--- src/rtl/bcd_sig_formatter_pkg.sv ---
// Shared definitions for the frequency-counter display path:
// FSM state encodings, BCD digit geometry, saturation constants and
// the double-dabble digit adjust helper.
package bcd_sig_formatter_pkg;

   typedef enum logic [2:0] {
      ST_IDLE  = 3'd0,
      ST_CONV  = 3'd1,
      ST_NORM  = 3'd2,
      ST_ROUND = 3'd3,
      ST_DONE  = 3'd4
   } state_t;

   localparam int         DIGIT_W   = 4;
   localparam logic [1:0] MAX_EXP   = 2'd3;
   localparam logic [3:0] SAT_DIGIT = 4'd9;

   // Double-dabble correction: a digit of 5 or more would exceed 9 after
   // the next shift, so pre-bias it by 3.
   function automatic logic [3:0] dd_adj(input logic [3:0] d);
      return (d >= 4'd5) ? d + 4'd3 : d;
   endfunction

endpackage

--- src/rtl/bcd_sig_formatter_inc4.sv ---
// bcd_inc4: combinational +1 on a 4-digit packed BCD value with carry out.
// Carry out is set only for 9999 -> 0000.
module bcd_inc4 (
   input  logic [15:0] bcd,
   output logic [15:0] sum,
   output logic        co
);

   // Ripple the increment digit by digit; a 9 with carry-in wraps to 0.
   always_comb begin
      logic c;
      c   = 1'b1;
      sum = '0;
      for (int i = 0; i < 4; i++) begin
         if (c && bcd[i*4 +: 4] == 4'd9) begin
            sum[i*4 +: 4] = 4'd0;
         end else begin
            sum[i*4 +: 4] = bcd[i*4 +: 4] + {3'b000, c};
            c             = 1'b0;
         end
      end
      co = c;
   end

endmodule

--- src/rtl/bcd_sig_formatter.sv ---
// bcd_sig_formatter: sequential binary-to-BCD converter that keeps the four
// most significant decimal digits and reports how many were dropped (oDEC).
// Optional half-up rounding of the dropped digit: BCD_SIG_FORMATTER_ROUND_EN.
module bcd_sig_formatter
   import bcd_sig_formatter_pkg::*;
#(
   parameter int W      = 20,
   parameter int DIGITS = 7
) (
   input  logic         iCLK,
   input  logic         iRESET,
   input  logic         iSTART,
   input  logic [W-1:0] iBIN,
   output logic         oREADY,
   output logic         oDONE,
   output logic [3:0]   oBCD3,
   output logic [3:0]   oBCD2,
   output logic [3:0]   oBCD1,
   output logic [3:0]   oBCD0,
   output logic [1:0]   oDEC,
   output logic         oOVF
);

   localparam int BW = DIGITS * DIGIT_W;
   localparam int CW = $clog2(W + 1);

   state_t          state, state_nxt;
   logic [W-1:0]    bin_sr;
   logic [BW-1:0]   bcd, bcd_adj;
   logic [CW-1:0]   cnt;
   logic [1:0]      e;
   logic [31:0]     bcd_ext;
   logic [15:0]     lo4;
   logic            upper_nz, can_shift;
   logic [15:0]     res_bcd, bcd_q;
   logic [1:0]      res_dec;
   logic            res_ovf;

   // Zero-extended view so the "above the four displayed digits" test
   // works for any DIGITS up to 8.
   assign bcd_ext   = 32'(bcd);
   assign lo4       = bcd_ext[15:0];
   assign upper_nz  = |bcd_ext[31:16];
   assign can_shift = upper_nz && (e != MAX_EXP);

`ifdef BCD_SIG_FORMATTER_ROUND_EN
   logic [3:0]  rdig;
   logic [15:0] inc_sum;
   logic        inc_co;

   bcd_inc4 u_inc (
      .bcd (lo4),
      .sum (inc_sum),
      .co  (inc_co)
   );
`endif

   // Per-digit add-3 correction ahead of each conversion shift.
   always_comb begin
      bcd_adj = '0;
      for (int i = 0; i < DIGITS; i++)
         bcd_adj[i*4 +: 4] = dd_adj(bcd[i*4 +: 4]);
   end

   // State register.
   always_ff @(posedge iCLK) begin
      if (iRESET) state <= ST_IDLE;
      else        state <= state_nxt;
   end

   // Next-state logic.
   always_comb begin
      state_nxt = state;
      case (state)
         ST_IDLE: if (iSTART) state_nxt = ST_CONV;
         ST_CONV: if (cnt == CW'(W - 1)) state_nxt = ST_NORM;
`ifdef BCD_SIG_FORMATTER_ROUND_EN
         ST_NORM:  if (!can_shift) state_nxt = ST_ROUND;
         ST_ROUND: state_nxt = ST_DONE;
`else
         ST_NORM:  if (!can_shift) state_nxt = ST_DONE;
`endif
         ST_DONE: state_nxt = ST_IDLE;
         default: state_nxt = ST_IDLE;
      endcase
   end

   // Final display value: saturate if still too wide at e=3, else
   // truncate (or round half-up on the last dropped digit).
   always_comb begin
      res_bcd = lo4;
      res_dec = e;
      res_ovf = 1'b0;
      if (upper_nz) begin
         res_bcd = {SAT_DIGIT, SAT_DIGIT, SAT_DIGIT, SAT_DIGIT};
         res_dec = MAX_EXP;
         res_ovf = 1'b1;
      end
`ifdef BCD_SIG_FORMATTER_ROUND_EN
      else if (rdig >= 4'd5 && e != 2'd0) begin
         if (!inc_co) begin
            res_bcd = inc_sum;
         end else if (e != MAX_EXP) begin
            res_bcd = 16'h1000;
            res_dec = e + 2'd1;
         end else begin
            res_bcd = {SAT_DIGIT, SAT_DIGIT, SAT_DIGIT, SAT_DIGIT};
            res_ovf = 1'b1;
         end
      end
`endif
   end

   // Conversion datapath and result registers; results load on DONE entry.
   always_ff @(posedge iCLK) begin
      if (iRESET) begin
         bin_sr <= '0;
         bcd    <= '0;
         cnt    <= '0;
         e      <= '0;
         bcd_q  <= '0;
         oDEC   <= '0;
         oOVF   <= 1'b0;
`ifdef BCD_SIG_FORMATTER_ROUND_EN
         rdig   <= '0;
`endif
      end else begin
         case (state)
            ST_IDLE: if (iSTART) begin
               bin_sr <= iBIN;
               bcd    <= '0;
               cnt    <= '0;
               e      <= '0;
`ifdef BCD_SIG_FORMATTER_ROUND_EN
               rdig   <= '0;
`endif
            end
            ST_CONV: begin
               bcd    <= {bcd_adj[BW-2:0], bin_sr[W-1]};
               bin_sr <= {bin_sr[W-2:0], 1'b0};
               cnt    <= cnt + CW'(1);
            end
            ST_NORM: if (can_shift) begin
               bcd <= bcd >> 4;
               e   <= e + 2'd1;
`ifdef BCD_SIG_FORMATTER_ROUND_EN
               rdig <= bcd[3:0];
`endif
            end
            default: ;
         endcase
         if (state_nxt == ST_DONE) begin
            bcd_q <= res_bcd;
            oDEC  <= res_dec;
            oOVF  <= res_ovf;
         end
      end
   end

   assign oREADY = (state == ST_IDLE);
   assign oDONE  = (state == ST_DONE);
   assign oBCD3  = bcd_q[15:12];
   assign oBCD2  = bcd_q[11:8];
   assign oBCD1  = bcd_q[7:4];
   assign oBCD0  = bcd_q[3:0];

endmodule
--- config.mk ---
export PLATFORM = sky130hd
export DESIGN_NAME = bcd_sig_formatter
export DESIGN_NICKNAME = d
export VERILOG_FILES = /design/src/rtl/bcd_sig_formatter_pkg.sv /design/src/rtl/bcd_sig_formatter_inc4.sv /design/src/rtl/bcd_sig_formatter.sv
export SDC_FILE = /design/constraint.sdc
export NUM_CORES = 1
export LEC_CHECK = 0
export CORE_ASPECT_RATIO = 1.25
export CORE_MARGIN = 4
export CORE_UTILIZATION = 60
export DETAILED_ROUTE_END_ITERATION = 6
export GPL_ROUTABILITY_DRIVEN = 0
export PLACE_DENSITY = 0.84
export SYNTH_ARGS = -nofsm -noshare
export SYNTH_HDL_FRONTEND = slang
export SYNTH_SLANG_ARGS = --single-unit
--- constraint.sdc ---
create_clock -name iCLK -period 4.45 [get_ports iCLK]
set_clock_uncertainty 0.15 [all_clocks]
set_input_delay 0.6675 -clock iCLK [delete_from_list [all_inputs] [get_ports iCLK]]
set_output_delay 0.6675 -clock iCLK [all_outputs]
set_load 0.03 [all_outputs]
==> results of run 1 <==
power by group:
| group | switching (mW) | internal [mW] | total (mW) |
|---|---|---|---|
| Sequential | 0.0481 | 0.727 | 0.775 |
| Clock | 0.246 | 0.285 | 0.531 |
| Combinational | 0.172 | 0.130 | 0.302 |
| Total | 0.466 | 1.14 | 1.61 |
flip-flops by register name, indices dropped and copies added, names as in the netlist:
signal and count:
oDEC 2, bcd 28, state 3, cnt 5, bcd_q 16, e 2, oOVF 1, bin_sr 20
cell families (layout without fill, tap and decap cells):
logic type | after synthesis | after routing | synth area share
AOI/OAI and AO/OA | 131 | 131 | 0.267
and+or+nand+nor | 163 | 163 | 0.204
buffers and inverters | 45 | 78 | 0.0576
DFF | 77 | 77 | 0.388
muxes | 2 | 2 | 0.00504
xor gates and xnor gates | 8 | 8 | 0.0176
adders and majority gates | 19 | 19 | 0.0598
critical path, cell delays in order:
cell and delay, ns:
clkdlybuf4s50_1 0.47, or4b_1 0.70, nand2_8 0.20, a21oi_4 0.05, buf_4 0.31, a211oi_2 0.31, a211oi_2 0.09
stage by stage:
step | power (mW) | cell area [um^2] | instances | utilization
finish | 1.61 | 4580 | 563 | 0.729
floorplan | 1.03 | 3970 | 445 | -
CTS | 1.62 | 4580 | 563 | 0.729
global placement | 1.08 | 4380 | 548 | 0.697
global route | 1.69 | 4580 | 563 | 0.729
detailed placement | 1.09 | 4380 | 548 | 0.697
cells in the final DEF (no fill, tap or decap), drive strengths merged, types with 11 or more instances in the layout:
cell type	instances
nand2	28
clkdlybuf4s50	42
inv	14
dfxtp	77
o21ai	14
nor2	64
a21oi	39
clkbuf	11
ha	19
nand2b	14
a22oi	19
a211oi	23
a221oi	13
nor3	27
worst paths after layout:
path	start	endpoint	slack (ns)	depth (start not counted)
setup / recovery	iSTART	bcd[8]	1.69	7
hold reg to reg	bin_sr[14]	bin_sr[14]	0.31	2
setup reg to reg	bcd[20]	oOVF	1.92	7
hold / removal	bin_sr[14]	bin_sr[14]	0.31	2
layout make-up:
| class | count | share of cell area |
|---|---|---|
| Clock buffer | 11 | 0.0330 |
| Clock inverter | 4 | 0.0104 |
| Inverter | 14 | 0.0115 |
| Multi-Input combinational cell | 323 | 0.483 |
| Sequential cell | 77 | 0.336 |
| Tap cell | 85 | 0.0232 |
| Timing Repair Buffer | 49 | 0.103 |
layer usage:
layer / GRT usage / up-vias / share of wire / wire, um
li1: - / 1661 / - / -
met1: 0.265 / 1584 / 0.40 / 3510
met2: 0.406 / 84 / 0.52 / 4560
met3: 0.0521 / 19 / 0.049 / 423
met4: 0.0949 / 0 / 0.027 / 231
met5: 0 / - / 0 / 0
==> metrics, run 1 <==
post-CTS sizing 0; Period Utilization, post-route 0.619; proportion of layout cells with a drive suffix above 1 0.130; Site Rows 32; Port Buffer Count 43; clock root buffer clkbuf_8; Max Fclk 363 MHz; Ys Warns 0; initial core utilization 0.632; VDD IR max 0.000240 V; HPWL Detailed 6030 um; TritonCTS buffer count 9; Die ar. 0.00800 mm^2; final slew viol count 0; Die X 80.8 um; clock latency on the worst-skew pair 0.35 ns; Syn Area/Cell 8.93 um^2; Reg area 0.00154 mm^2; final setup fails 0; CTS Buffer Depth 2; CTS tree built; multi-input logic area 0.00221 mm^2; core area 0.00629 mm^2; initial antenna violation count 0; Worst Setup End Kind register; headroom to the max-slew limit 0.337; vias in the first global route 3,269; IO Pins 44; vias 3,348; Layout fillers 486; Static Leak 1.64 nW; Die H 99.0 um; Remaining Overflow, GRT 0; share of the synthesized area in the top cell type 0.388; Antenna Violating Nets Remaining 0; WP data arrival 2.82 ns; Synth area leaders dfxtp_1 39%, a211oi_2 6.6%, ha_1 6.0%; Antenna diodes 0; Setup WS post-layout 1.69 ns; synthesized area 0.00397 mm^2; share of flip-flops with an asynchronous set or reset 0; post-route setup TNS 0 ns; total track usage 0.231; largest net degree at the start of global routing 53; Tmin final 2.76 ns; RSZ-0062 raised after global routing no; Vias/cell 5.95; post-place setup slack 1.38 ns; most common library cells after synthesis 77 x dfxtp_1, 63 x nor2_1, 38 x a21oi_1; Final Hold Viols 0; Seq/Total Area, Yosys 0.388; WL/cell 15.5 um; syn nets 487; top-count cell post-synth dfxtp_1; clock-pin slew on the worst setup and hold paths 0.08 ns; pwr dens 351 mW/mm^2; post-synth top area cell dfxtp_1; startpoint types primary input; H-tree level count 3; Worst Setup Path Type primary input to register; Max-Cap Viols 0; DRC 0; Primary FF master, synth dfxtp_1; number of DRC markers in iteration 0 228; first-pass GRT wire length 14,700 um; Seq cells post-synth 77; 1st-pass router iterations 4; Post-synth EDFFs 0; Hold Worst Slack 0.308 ns; hold_buf cts 0; worst slew pin tran 0.994 ns; CP Max Fanout 38; HP Class register to register; Total Wirelength 8720 um; Final nets 516; status finished clean; Post-Synthesis Cells 445; setup bufs post-CTS 0; Clock Sinks 77; critical path required time 4.51 ns; library cells used by synthesis 46; area grow syn2layout 15.4%
Note: power is estimated with default switching activity, not from simulation.
==> run 2: changes to the inputs <==
CORE_UTILIZATION = 56   (was 60)
PLACE_DENSITY = 0.79   (was 0.84)
clock period = 2.8 ns   (was 4.45 ns; I/O delays follow)
==> metrics, run 2 (synthesis results as in run 1) <==
Setup WS post-layout 0.183 ns (was 1.69 ns); Switch Pwr 0.803 mW (was 0.466 mW); VDD IR max 0.000343 V (was 0.000240 V); final slew viol count 0 (unchanged); IO Pins 44 (unchanged); Worst Setup Path Type register to register (was primary input to register); Site Rows 34 (was 32); Port Buffer Count 43 (unchanged); Final nets 532 (was 516); TritonCTS buffer count 9 (unchanged); Total Wirelength 9250 um (was 8720 um); startpoint types register (was primary input); Period Utilization, post-route 0.935; worst slew pin tran 1.28 ns (was 0.994 ns); max FFs per register 28 (unchanged); largest net degree at the start of global routing 39 (was 53); Setup crit start bcd[21] (was iSTART); Tmin final 2.62 ns; Die H 102 um (was 99.0 um); 1st-pass router iterations 4 (unchanged); WL/cell 15.8 um (was 15.5 um); Static Leak 1.74 nW (was 1.64 nW); Die X 83.3 um (was 80.8 um); HP Class register to register (unchanged); post-place setup slack -0.111 ns (was 1.38 ns); core area 0.00693 mm^2 (was 0.00629 mm^2); status finished clean (unchanged); WP data arrival 2.75 ns (was 2.82 ns); RSZ-0062 raised after global routing no (unchanged); Combinational Power Share 0.195 (was 0.188); Final Hold Viols 0 (unchanged); Hold Worst Slack 0.305 ns (was 0.308 ns); clock latency on the worst-skew pair 0.36 ns (was 0.35 ns); Antenna diodes 0 (unchanged); initial core utilization 0.573 (was 0.632); sw frac 0.295 (was 0.290); CTS tree built (unchanged); HPWL Detailed 6060 um (was 6030 um); commonest non-fill, non-tap cell in the layout dfxtp_1 (unchanged); Antenna Violating Nets Remaining 0 (unchanged); Vias/cell 5.91 (was 5.95); critical path required time 2.93 ns (was 4.51 ns); Max-Cap Viols 0 (unchanged); Top reg by flops bcd (unchanged); clock-pin slew on the worst setup and hold paths 0.08 ns (about the same); first-pass GRT wire length 15,000 um (was 14,700 um); vias 3,457 (was 3,348); sequential share of power 0.450 (was 0.482); DRC 0 (unchanged); Max Fclk 382 MHz; hold_sp bin_sr[10] (was bin_sr[14]); clock root buffer clkbuf_8 (unchanged); post-CTS sizing 0 (unchanged); initial antenna violation count 0 (unchanged); total track usage 0.216 (was 0.231); headroom to the max-slew limit 0.149 (was 0.337); setup bufs post-CTS 0 (unchanged); Worst Setup End Kind register (unchanged); Clock Sinks 77 (unchanged); hold_buf cts 0 (unchanged); pwr dens 573 mW/mm^2 (was 351 mW/mm^2); H-tree level count 3 (unchanged); number of DRC markers in iteration 0 231 (was 228); post-route setup TNS 0 ns (unchanged); internal power 1.92 mW (was 1.14 mW); Die ar. 0.00851 mm^2 (was 0.00800 mm^2); commonest non-fill, non-tap cells in the layout 77 x dfxtp_1, 63 x nor2_1, 42 x clkdlybuf4s50_1 (unchanged); vias in the first global route 3,239 (was 3,269); CP Max Fanout 19 (was 38); biggest regs bcd (28), bin_sr (20), bcd_q (16) (unchanged); clock share of power 0.355 (was 0.330); Remaining Overflow, GRT 0 (unchanged); FF-to-FF Start bcd[21] (was bcd[20]); proportion of layout cells with a drive suffix above 1 0.158 (was 0.130); area grow syn2layout 19.5% (was 15.4%); CTS Buffer Depth 2 (unchanged); final setup fails 0 (unchanged)
run 2: per-layer routing:
layer / vias up / part of all wire / wire [um] / GRT usage
li1: 1697 / - / - / -
met1: 1656 / 0.43 / 3950 / 0.259
met4: 0 / 0.026 / 240 / 0.113
met5: - / 0 / 0 / 0
met3: 22 / 0.044 / 405 / 0.0371
met2: 82 / 0.50 / 4650 / 0.374
run 2: power groups by stage:
stage | sequential, mW | combinational (mW) | clock [mW]
after floorplan | 1.23 | 0.395 | 0
final | 1.23 | 0.530 | 0.968
after CTS | 1.22 | 0.523 | 0.972
after detailed placement | 1.25 | 0.520 | 0
after global routing | 1.24 | 0.584 | 1.02
after global placement | 1.25 | 0.502 | 0
run 2: final timing paths:
path                     end  slack [ns]  cells after the start
setup / recovery     bcd[16]        0.18                      7
setup reg to reg     bcd[16]        0.18                      7
hold reg to reg   bin_sr[10]        0.30                      2
hold / removal    bin_sr[10]        0.30                      2
run 2: final cells by class:
cell class	instances	area [um^2]
Multi-Input combinational cell	324	2220
Fill cell	552	2190
Sequential cell	77	1540
Timing Repair Buffer	64	596
Clock buffer	11	141
Tap cell	90	113
Clock inverter	5	82.6
Inverter	14	52.6
run 2: worst max-delay path, cell delays in order, from the launching register on:
cell	delay, ns
dfxtp_1	0.35
inv_1	0.08
ha_1	0.15
nor4b_4	0.26
a41oi_4	0.20
a21oi_2	1.03
a211oi_2	0.10
a211oi_2	0.23
run 2: through the flow:
| step | instance area [um^2] | utilization | std cells | power, mW |
|---|---|---|---|---|
| finish | 4750 | 0.685 | 585 | 2.72 |
| detailed placement | 4520 | 0.651 | 568 | 1.77 |
| global route | 4750 | 0.685 | 585 | 2.84 |
| floorplan | 3970 | - | 445 | 1.63 |
| CTS | 4740 | 0.684 | 584 | 2.72 |
| global placement | 4520 | 0.651 | 568 | 1.75 |
==> run 3: changes to the inputs <==
CELL_PAD_IN_SITES_DETAIL_PLACEMENT = 0   (was default)
CELL_PAD_IN_SITES_GLOBAL_PLACEMENT = 1   (was default)
CORE_MARGIN = 1.5   (was 4)
CORE_UTILIZATION = 43   (was 56)
PLACE_DENSITY = 0.8   (was 0.79)
TNS_END_PERCENT = 100   (was default)
==> metrics, run 3 (synthesis results as in run 1) <==
WL/cell 14.4 um (was 15.8 um); Port Buffer Count 43 (unchanged); IO Pins 44 (unchanged); r2r setup slk 0.27 ns (was 0.18 ns); initial antenna violation count 0 (unchanged); commonest non-fill, non-tap cell in the layout dfxtp_1 (unchanged); CTS tree built (unchanged); Tmin final 2.53 ns (was 2.62 ns); Antenna Violating Nets Remaining 0 (unchanged); max FFs per register 28 (unchanged); 1st-pass router iterations 4 (unchanged); CP Max Fanout 16 (was 19); Clock Sinks 77 (unchanged); status finished clean (unchanged); Remaining Overflow, GRT 0 (unchanged); grt met1 use 0.243 (was 0.259); Setup WS post-layout 0.273 ns (was 0.183 ns); post-route setup TNS 0 ns (unchanged); fin area 0.00489 mm^2 (was 0.00475 mm^2); critical path required time 2.90 ns (was 2.93 ns); GR Util met2 0.317 (was 0.374); RSZ-0062 raised after global routing no (unchanged); proportion of layout cells with a drive suffix above 1 0.161 (was 0.158); placed cell count 602 (was 568); internal power 2.16 mW (was 1.92 mW); hold_buf cts 0 (unchanged); VDD IR max 0.000350 V (was 0.000343 V); Max Fclk 396 MHz (was 382 MHz); Max-Cap Viols 0 (unchanged); vias 3,356 (was 3,457); clock root buffer clkbuf_16 (was clkbuf_8); first-pass GRT wire length 14,800 um (was 15,000 um); CP max stage cell a21oi_2 (unchanged); Switch Pwr 0.814 mW (was 0.803 mW); initial core utilization 0.438 (was 0.573); worst slew pin tran 1.18 ns (was 1.28 ns); Die X 89.0 um (was 83.3 um); vias in the first global route 3,233 (was 3,239); fin cells 619 (was 585); Final Hold Viols 0 (unchanged); Period Utilization, post-route 0.902 (was 0.935); final slew viol count 0 (unchanged); clock share of power 0.410 (was 0.355); pwr dens 608 mW/mm^2 (was 573 mW/mm^2); biggest regs bcd (28), bin_sr (20), bcd_q (16) (unchanged); Static Leak 1.78 nW (was 1.74 nW); sequential share of power 0.413 (was 0.450); total track usage 0.191 (was 0.216); WP data arrival 2.63 ns (was 2.75 ns); TritonCTS buffer count 9 (unchanged); setup bufs post-CTS 0 (unchanged); Cell Chain, Critical Path inv_1 -> ha_1 -> nor4b_4 -> a41oi_4 -> a21oi_2 -> a211oi_2 -> a211oi_2 (unchanged); final setup fails 0 (unchanged); startpoint types register (unchanged); GR Layer Usage met3 0.0336 (was 0.0371); Largest stage delay, worst path 0.96 ns (was 1.03 ns); clock latency on the worst-skew pair 0.34 ns (was 0.36 ns); commonest non-fill, non-tap cells in the layout 77 x dfxtp_1, 63 x nor2_1, 42 x clkdlybuf4s50_1 (unchanged); Die H 110 um (was 102 um); H-tree level count 3 (unchanged); CTS Buffer Depth 2 (unchanged); Layout fillers 868 (was 552); post-place setup slack -0.0269 ns (was -0.111 ns); post-CTS sizing 0 (unchanged); Final nets 533 (was 532); Placed Area 0.00456 mm^2 (was 0.00452 mm^2); busiest grt layer met2 (unchanged); clock-pin slew on the worst setup and hold paths 0.06 ns (was 0.08 ns); sw frac 0.274 (was 0.295); largest net degree at the start of global routing 36 (was 39); HP Class register to register (unchanged); cell mode on critical path a211oi_2 (unchanged); HPWL Detailed 6080 um (was 6060 um); Antenna diodes 0 (unchanged); final core utilization 0.539 (was 0.685); Die ar. 0.00983 mm^2 (was 0.00851 mm^2); Combinational Power Share 0.177 (was 0.195); DRC 0 (unchanged); Vias/cell 5.42 (was 5.91); headroom to the max-slew limit 0.212 (was 0.149); Worst Setup Path Type register to register (unchanged); Buf+Inv Stages, Crit Path 1 (unchanged); Total Wirelength 8890 um (was 9250 um); number of DRC markers in iteration 0 169 (was 231); core area 0.00908 mm^2 (was 0.00693 mm^2); area grow syn2layout 23.2% (was 19.5%); Top reg by flops bcd (unchanged); crit-path leading delay family compound AO/OA/AOI/OAI gates (unchanged); Worst Setup End Kind register (unchanged); Site Rows 39 (was 34)
run 3: worst min-delay path: cells and delay by family (launching register included):
kind / cells / cell delay, ns
AND/OR/NAND/NOR: 1 / 0.05
AO/OA/AOI/OAI: 1 / 0.05
flip-flops: 1 / 0.31
run 3: final timing paths:
kind                  start         to  cells after the start
hold / removal    bcd_q[14]  bcd_q[14]                      2
hold reg to reg   bcd_q[14]  bcd_q[14]                      2
setup reg to reg    bcd[21]    bcd[12]                      7
setup / recovery    bcd[21]    bcd[12]                      7
run 3: cell type report:
type,instances,area (um^2),area share
Multi-Input combinational cell,324,2220,0.454
Clock inverter,4,53.8,0.0110
Sequential cell,77,1540,0.315
Clock buffer,12,267,0.0545
Inverter,14,52.6,0.0107
Tap cell,123,154,0.0314
Timing Repair Buffer,65,603,0.123
run 3: routing by layer:
metal,share of wire,vias to the layer above
li1,-,1697
met1,0.45,1590
met2,0.50,60
met3,0.033,9
met4,0.013,0
met5,0,-
run 3: per-stage QoR:
step | power [mW] | hold WS [ns]
2_1_floorplan | 1.63 | 0.286
3_3_place_gp | 1.76 | 0.294
3_5_place_dp | 1.77 | 0.298
4_1_cts | 3.00 | 0.306
5_1_grt | 3.11 | 0.327
6_report | 2.97 | 0.303
run 3: power by group through the flow:
stage | Combinational, mW | Sequential, mW | Clock (mW)
after CTS | 0.526 | 1.23 | 1.25
after global placement | 0.509 | 1.25 | 0
after detailed placement | 0.522 | 1.25 | 0
final | 0.526 | 1.23 | 1.22
after global routing | 0.588 | 1.24 | 1.29
after floorplan | 0.395 | 1.23 | 0
==> patch 1 (config.mk and constraints of run 1) <==
Re-encode `state_t` (5 states) as one-hot, 5 bits wide.
--- a/src/rtl/bcd_sig_formatter_pkg.sv
+++ b/src/rtl/bcd_sig_formatter_pkg.sv
@@ -5,8 +5,8 @@
 
-   typedef enum logic [2:0] {
-      ST_IDLE  = 3'd0,
-      ST_CONV  = 3'd1,
-      ST_NORM  = 3'd2,
-      ST_ROUND = 3'd3,
-      ST_DONE  = 3'd4
+   typedef enum logic [4:0] {
+      ST_IDLE  = 5'b00001,
+      ST_CONV  = 5'b00010,
+      ST_NORM  = 5'b00100,
+      ST_ROUND = 5'b01000,
+      ST_DONE  = 5'b10000
    } state_t;
Check against the original RTL: no difference found for any inputs over 10 cycles, from zero or initial values and one cycle with iRESET high; not proved beyond that.
==> patch 1 against run 1 <==
The run now ends with DRC left; global-route usage rose by 0.42 points; non-clock buffer count shrank 2; sequential cell count grew 2; sequential share of layout area up 0.091 points; sequential power down 2%; setup slack lost 0.33 ns; wire length is 5.0% higher; fmax decreased by 11%; total power is 5.4% lower; register-to-register slack lost 0.09 ns; synthesized area grew 3.1%; hold slack lost 0.0026 ns; utilization fell by 1.9 points; cell area increased by 2.3%; largest cell class unchanged; highest routed layer unchanged.
==> patch 1: results (changes against run 1) <==
- Largest net degree at the start of global routing: 52 (-1.9%)
- Hold endpoint: bcd_q[10]
- Number of H-tree levels: 3 (unchanged)
- Async S/R FF share, synth: 0 (unchanged)
- Worst-case reg-to-reg path depth: 5 (-2)
- Yosys warns: 0 (unchanged)
- Distinct cells, synth: 52 (+13%)
- Final WL: 9.16 mm (+5.0%)
- Hold/Removal Path Class: flop to flop
- Worst ir drop on vdd: 0.234 mV (-2.6%)
- Setup slack, reg-to-reg: 1.83 ns (-0.09 ns)
- Fill count: 510 (+4.9%)
- Crit-path max cell delay: 0.74 ns (+0.04 ns)
- Antenna diode count: 0 (unchanged)
- Synth top cells by count: dfxtp_1, a21oi_1, nor2_1, nand2_1, a22oi_1
- Port buffer count: 43 (unchanged)
- Vias/cell: 5.93 (-0.35%)
- Static Leak: 1.56 nW (-5.2%)
- Post-CTS Resized: 0 (unchanged)
- Vias in the first global route: 3353 (+2.6%)
- Final #Nets: 544 (+5.4%)
- Initial antenna violation count: 0 (unchanged)
- Dominant cells by area after synthesis: dfxtp_1, a211oi_2, a21oi_1, a22oi_1, ha_1
- Register area share after synthesis: 0.386 (-0.00196)
- Hold Path Stages: 2 (unchanged)
- Reg2reg start: state[4]
- Share of post-route cells with drive strength above 1: 0.114 (-0.0153)
- First-pass GRT wire length: 15.3 mm (+3.8%)
- Post-CTS setup buffers: 0 (unchanged)
- CTS Buf Count: 9 (unchanged)
- DRT iter0 DRCs: 282 (+24%)
- CP max-delay cell: clkdlybuf4s50_1
- Clk_lat worst skew: 0.35 ns (about the same)
- Max clock buf depth: 2 (unchanged)
- Root buf cell: clkbuf_8
- Min-delay src: bcd_q[10]
- Failing checks: DRC
- Worst relative slew slack: 0.533 (+0.196)
- Drt drc: 2 (+2)
- Clock-pin slew on the worst setup and hold paths: 0.08 ns (about the same)
- Worst Path Max Fanout: 5 (-87%)
- R2r endpoint: bcd_q[8]
- Drt pass-1 iters: 7 (+3)
- Syn nets: 518 (+6.4%)
- GRT Util Overall: 0.235 (+0.00420)
- Top Registers: bcd: 28 flops, bin_sr: 20 flops, bcd_q: 16 flops
- Status: complete, but fails checks
- DP Wirelength: 6.22 mm (+3.2%)
- Worst EP arrival: 2.27 ns (-0.55 ns)
- Final hold slack: 0.305 ns (-0.00260 ns)
## patch 1: per-layer routing
| metal | track usage | up-vias | part of all wire |
|---|---|---|---|
| met5 | 0 | - | 0 |
| met4 | 0.0806 | 0 | 0.015 |
| met3 | 0.0485 | 11 | 0.052 |
| met2 | 0.414 | 105 | 0.52 |
| met1 | 0.278 | 1651 | 0.41 |
| li1 | - | 1753 | - |
## patch 1: cell type report
cell class,count,area (um2),share of cell area
multi-input cells,351,2270,0.485
flip-flops and latches,79,1580,0.337
repair buffers,47,455,0.0971
clock buffers,12,165,0.0352
well taps,87,109,0.0232
clock inverters,4,52.6,0.0112
inverters,14,52.6,0.0112
## patch 1: where the power goes
part	internal, W	switching [W]
Clock	0.000305	0.000266
Combinational	0.0000782	0.000109
Sequential	0.000731	0.0000312
Total	0.00111	0.000406
## patch 1: worst max-delay path by stage
stage | startpoint | cells past startpoint | end
3_3_place_gp | iSTART | 7 | bcd[24]
4_1_cts | state[0] | 3 | oREADY
6_report | state[0] | 3 | oREADY
2_1_floorplan | state[1] | 2 | oREADY
3_5_place_dp | iSTART | 7 | bcd[7]
5_1_grt | state[0] | 3 | oREADY
## patch 1: logic make-up after synthesis
logic type | synth area share
AOI/OAI and AO/OA | 0.257
xor gates and xnor gates | 0.0192
adders and majority gates | 0.0580
buffers and inverters | 0.0589
DFF | 0.386
muxes | 0.0150
other | 0.000915
and+or+nand+nor | 0.205
## patch 1: per-stage QoR
| stage | worst slack [ns] | std cells | total power [W] | area, um2 |
|---|---|---|---|---|
| 2_1_floorplan | 2.06 | 476 | 0.000911 | 4100 |
| 4_1_cts | 1.32 | 594 | 0.00153 | 4690 |
| 3_3_place_gp | 1.59 | 578 | 0.000954 | 4470 |
| 5_1_grt | 1.22 | 594 | 0.00158 | 4690 |
| 6_report | 1.36 | 594 | 0.00152 | 4690 |
| 3_5_place_dp | 1.51 | 578 | 0.000963 | 4470 |
## patch 1: critical path, delay by kind of cell (launching register included)
kind / cells / cell delay, ns
simple gates: 2 / 0.81
buf+inv: 1 / 0.74
flops: 1 / 0.37
==> patch 2 (settings of run 1) <==
Without the edit above. Set the package constant `DIGIT_W` to 3 (it was 4).
--- a/src/rtl/bcd_sig_formatter_pkg.sv
+++ b/src/rtl/bcd_sig_formatter_pkg.sv
@@ -13,3 +13,3 @@
 
-   localparam int         DIGIT_W   = 4;
+   localparam int         DIGIT_W   = 3;
    localparam logic [1:0] MAX_EXP   = 2'd3;
Behaviour: same outputs for any inputs over 10 cycles, from zero or initial values and one cycle with iRESET high; that may be too few to reach the edited logic, so the function may still have changed.
==> patch 2 against run 1 <==
Synthesized area decreased by 12%; sequential share of layout area increased by 0.67 points; critical path depth decreased by 2; cell area decreased by 11%; setup slack improved by 0.030 ns; utilization increased by 0.63 points; sequential cell count decreased by 7; count of clock-buffer cells in the layout unchanged; wire length decreased by 8.3%; total power decreased by 15%; cell count decreased by 10%.
==> patch 2: results (changes against run 1) <==
- Clock-pin slew on the worst setup and hold paths: 0.07 ns
- Top Registers: bcd: 21 flops, bin_sr: 20 flops, bcd_q: 16 flops
- Hold Path Stages: 2 (unchanged)
- Share of post-route cells with drive strength above 1: 0.0995 (-0.0302)
- Status: completed
- Worst slew pin tran: 0.936 ns (-0.0589 ns)
- CP max-delay cell: or4b_1
- DP Wirelength: 5.58 mm (-7.5%)
- Syn nets: 444 (-8.8%)
- Antenna diode count: 0 (unchanged)
- Multiplexer share of the synthesized area: 0.0314 (+0.0264)
- Clk_lat worst skew: 0.34 ns
- Fin cells: 506 (-10%)
- Fill count: 445 (-8.4%)
- Post-synthesis adder-cell area fraction: 0.0464 (-0.0134)
- Register area share after synthesis: 0.400 (+0.0120)
- Crit. Startpoint: iSTART
- First-pass GRT wire length: 13.4 mm (-9.2%)
- Drt pass-1 iters: 4 (unchanged)
- Post-CTS Resized: 0 (unchanged)
- Post-CTS setup buffers: 0 (unchanged)
- Reg2reg start: bcd[16]
- Final #Nets: 473 (-8.3%)
- Vias/cell: 6.15 (+3.5%)
- Async S/R FF share, synth: 0 (unchanged)
- GRT Util Overall: 0.230 (-0.000594)
- Worst EP arrival: 2.78 ns (-0.04 ns)
- Yosys warns: 0 (unchanged)
- Worst Path Max Fanout: 24 (-37%)
- CTS Buf Count: 9 (unchanged)
- Distinct cells, synth: 43 (-6.5%)
- Worst ir drop on vdd: 0.214 mV (-11%)
- Root buf cell: clkbuf_8
- Static Leak: 1.52 nW (-7.3%)
- Synth top cells by count: dfxtp_1, nand2_1, nor2_1, a21oi_1, a311oi_1
- Vias in the first global route: 2959 (-9.5%)
- Crit-path max cell delay: 0.84 ns (+0.14 ns)
- Worst-case reg-to-reg path depth: 6 (-1)
- Switching fraction of total power: 0.274 (-0.0158)
- Hold/Removal Path Class: flop to flop
- Post-Place Cells: 490 (-11%)
- Synth Area in Compound Gates: 0.244 (-0.0238)
- Min-delay src: bcd_q[2]
- Max clock buf depth: 2 (unchanged)
- Initial antenna violation count: 0 (unchanged)
- DRT iter0 DRCs: 249 (+9.2%)
- Largest net degree at the start of global routing: 54 (+1.9%)
- Number of H-tree levels: 3 (unchanged)
- Cells after Synth: 408 (-8.3%)
- Dominant cells by area after synthesis: dfxtp_1, nand2_1, nor2_1, a311oi_1, ha_1
- Wirelength per Cell: 15.8 um (+2.1%)
- XOR/XNOR Fraction of Synth Area: 0.00750 (-0.0101)
- Port buffer count: 43 (unchanged)
patch 2: cell count changes after synthesis, sizes merged, moves of 18 or more:
| cell | change |
|---|---|
| a211oi | -22 |
| nor3 | -18 |
| a311oi | +22 |
| nand2 | +29 |
| a22oi | -18 |
patch 2: critical path, delay by kind of cell:
kind,cells,cell delay (ns)
AO/OA/AOI/OAI,3,0.75
buffers and inverters,1,0.50
AND/OR/NAND/NOR,1,0.84
patch 2: final timing paths:
kind	endpoint	slack, ns
max	bcd[7]	1.72
min reg2reg	bcd_q[2]	0.30
max reg2reg	oDEC[1]	1.75
min	bcd_q[2]	0.30
patch 2: final cells by class:
type / instances / share of cell area
clock buffers: 11 / 0.0322
inverters: 11 / 0.0101
repair buffers: 48 / 0.113
clock inverters: 5 / 0.0123
flip-flops and latches: 70 / 0.343
well taps: 64 / 0.0196
multi-input cells: 297 / 0.470
patch 2: per-stage QoR:
step / instance area (um2) / setup WS [ns]
final: 4090 / 1.72
after detailed placement: 3900 / 1.36
after floorplan: 3500 / 2.35
after global routing: 4090 / 1.54
after global placement: 3900 / 1.41
after CTS: 4090 / 1.73
patch 2: power by group through the flow:
stage	registers [W]	logic [W]	clock network [W]
2_1_floorplan	0.000690	0.000156	0
3_3_place_gp	0.000701	0.000193	0
3_5_place_dp	0.000702	0.000200	0
4_1_cts	0.000688	0.000201	0.000488
5_1_grt	0.000693	0.000225	0.000511
6_report	0.000689	0.000201	0.000484
patch 2: metal layers:
layer  vias to the layer above  global-route usage  wire length (um)
li1                       1530                   -                 -
met1                      1463               0.261              3290
met2                        98               0.413              4010
met3                        23              0.0395               449
met4                         0               0.119               247
met5                         -                   0                 0
patch 2: kinds of logic (layout without fill, tap and decap cells):
kind of cell	Yosys count	count (layout)
compound gates	108	108
xor+xnor	3	3
mux	11	11
flops	70	70
fa+ha+maj	13	13
buf+inv	41	75
simple gates	162	162
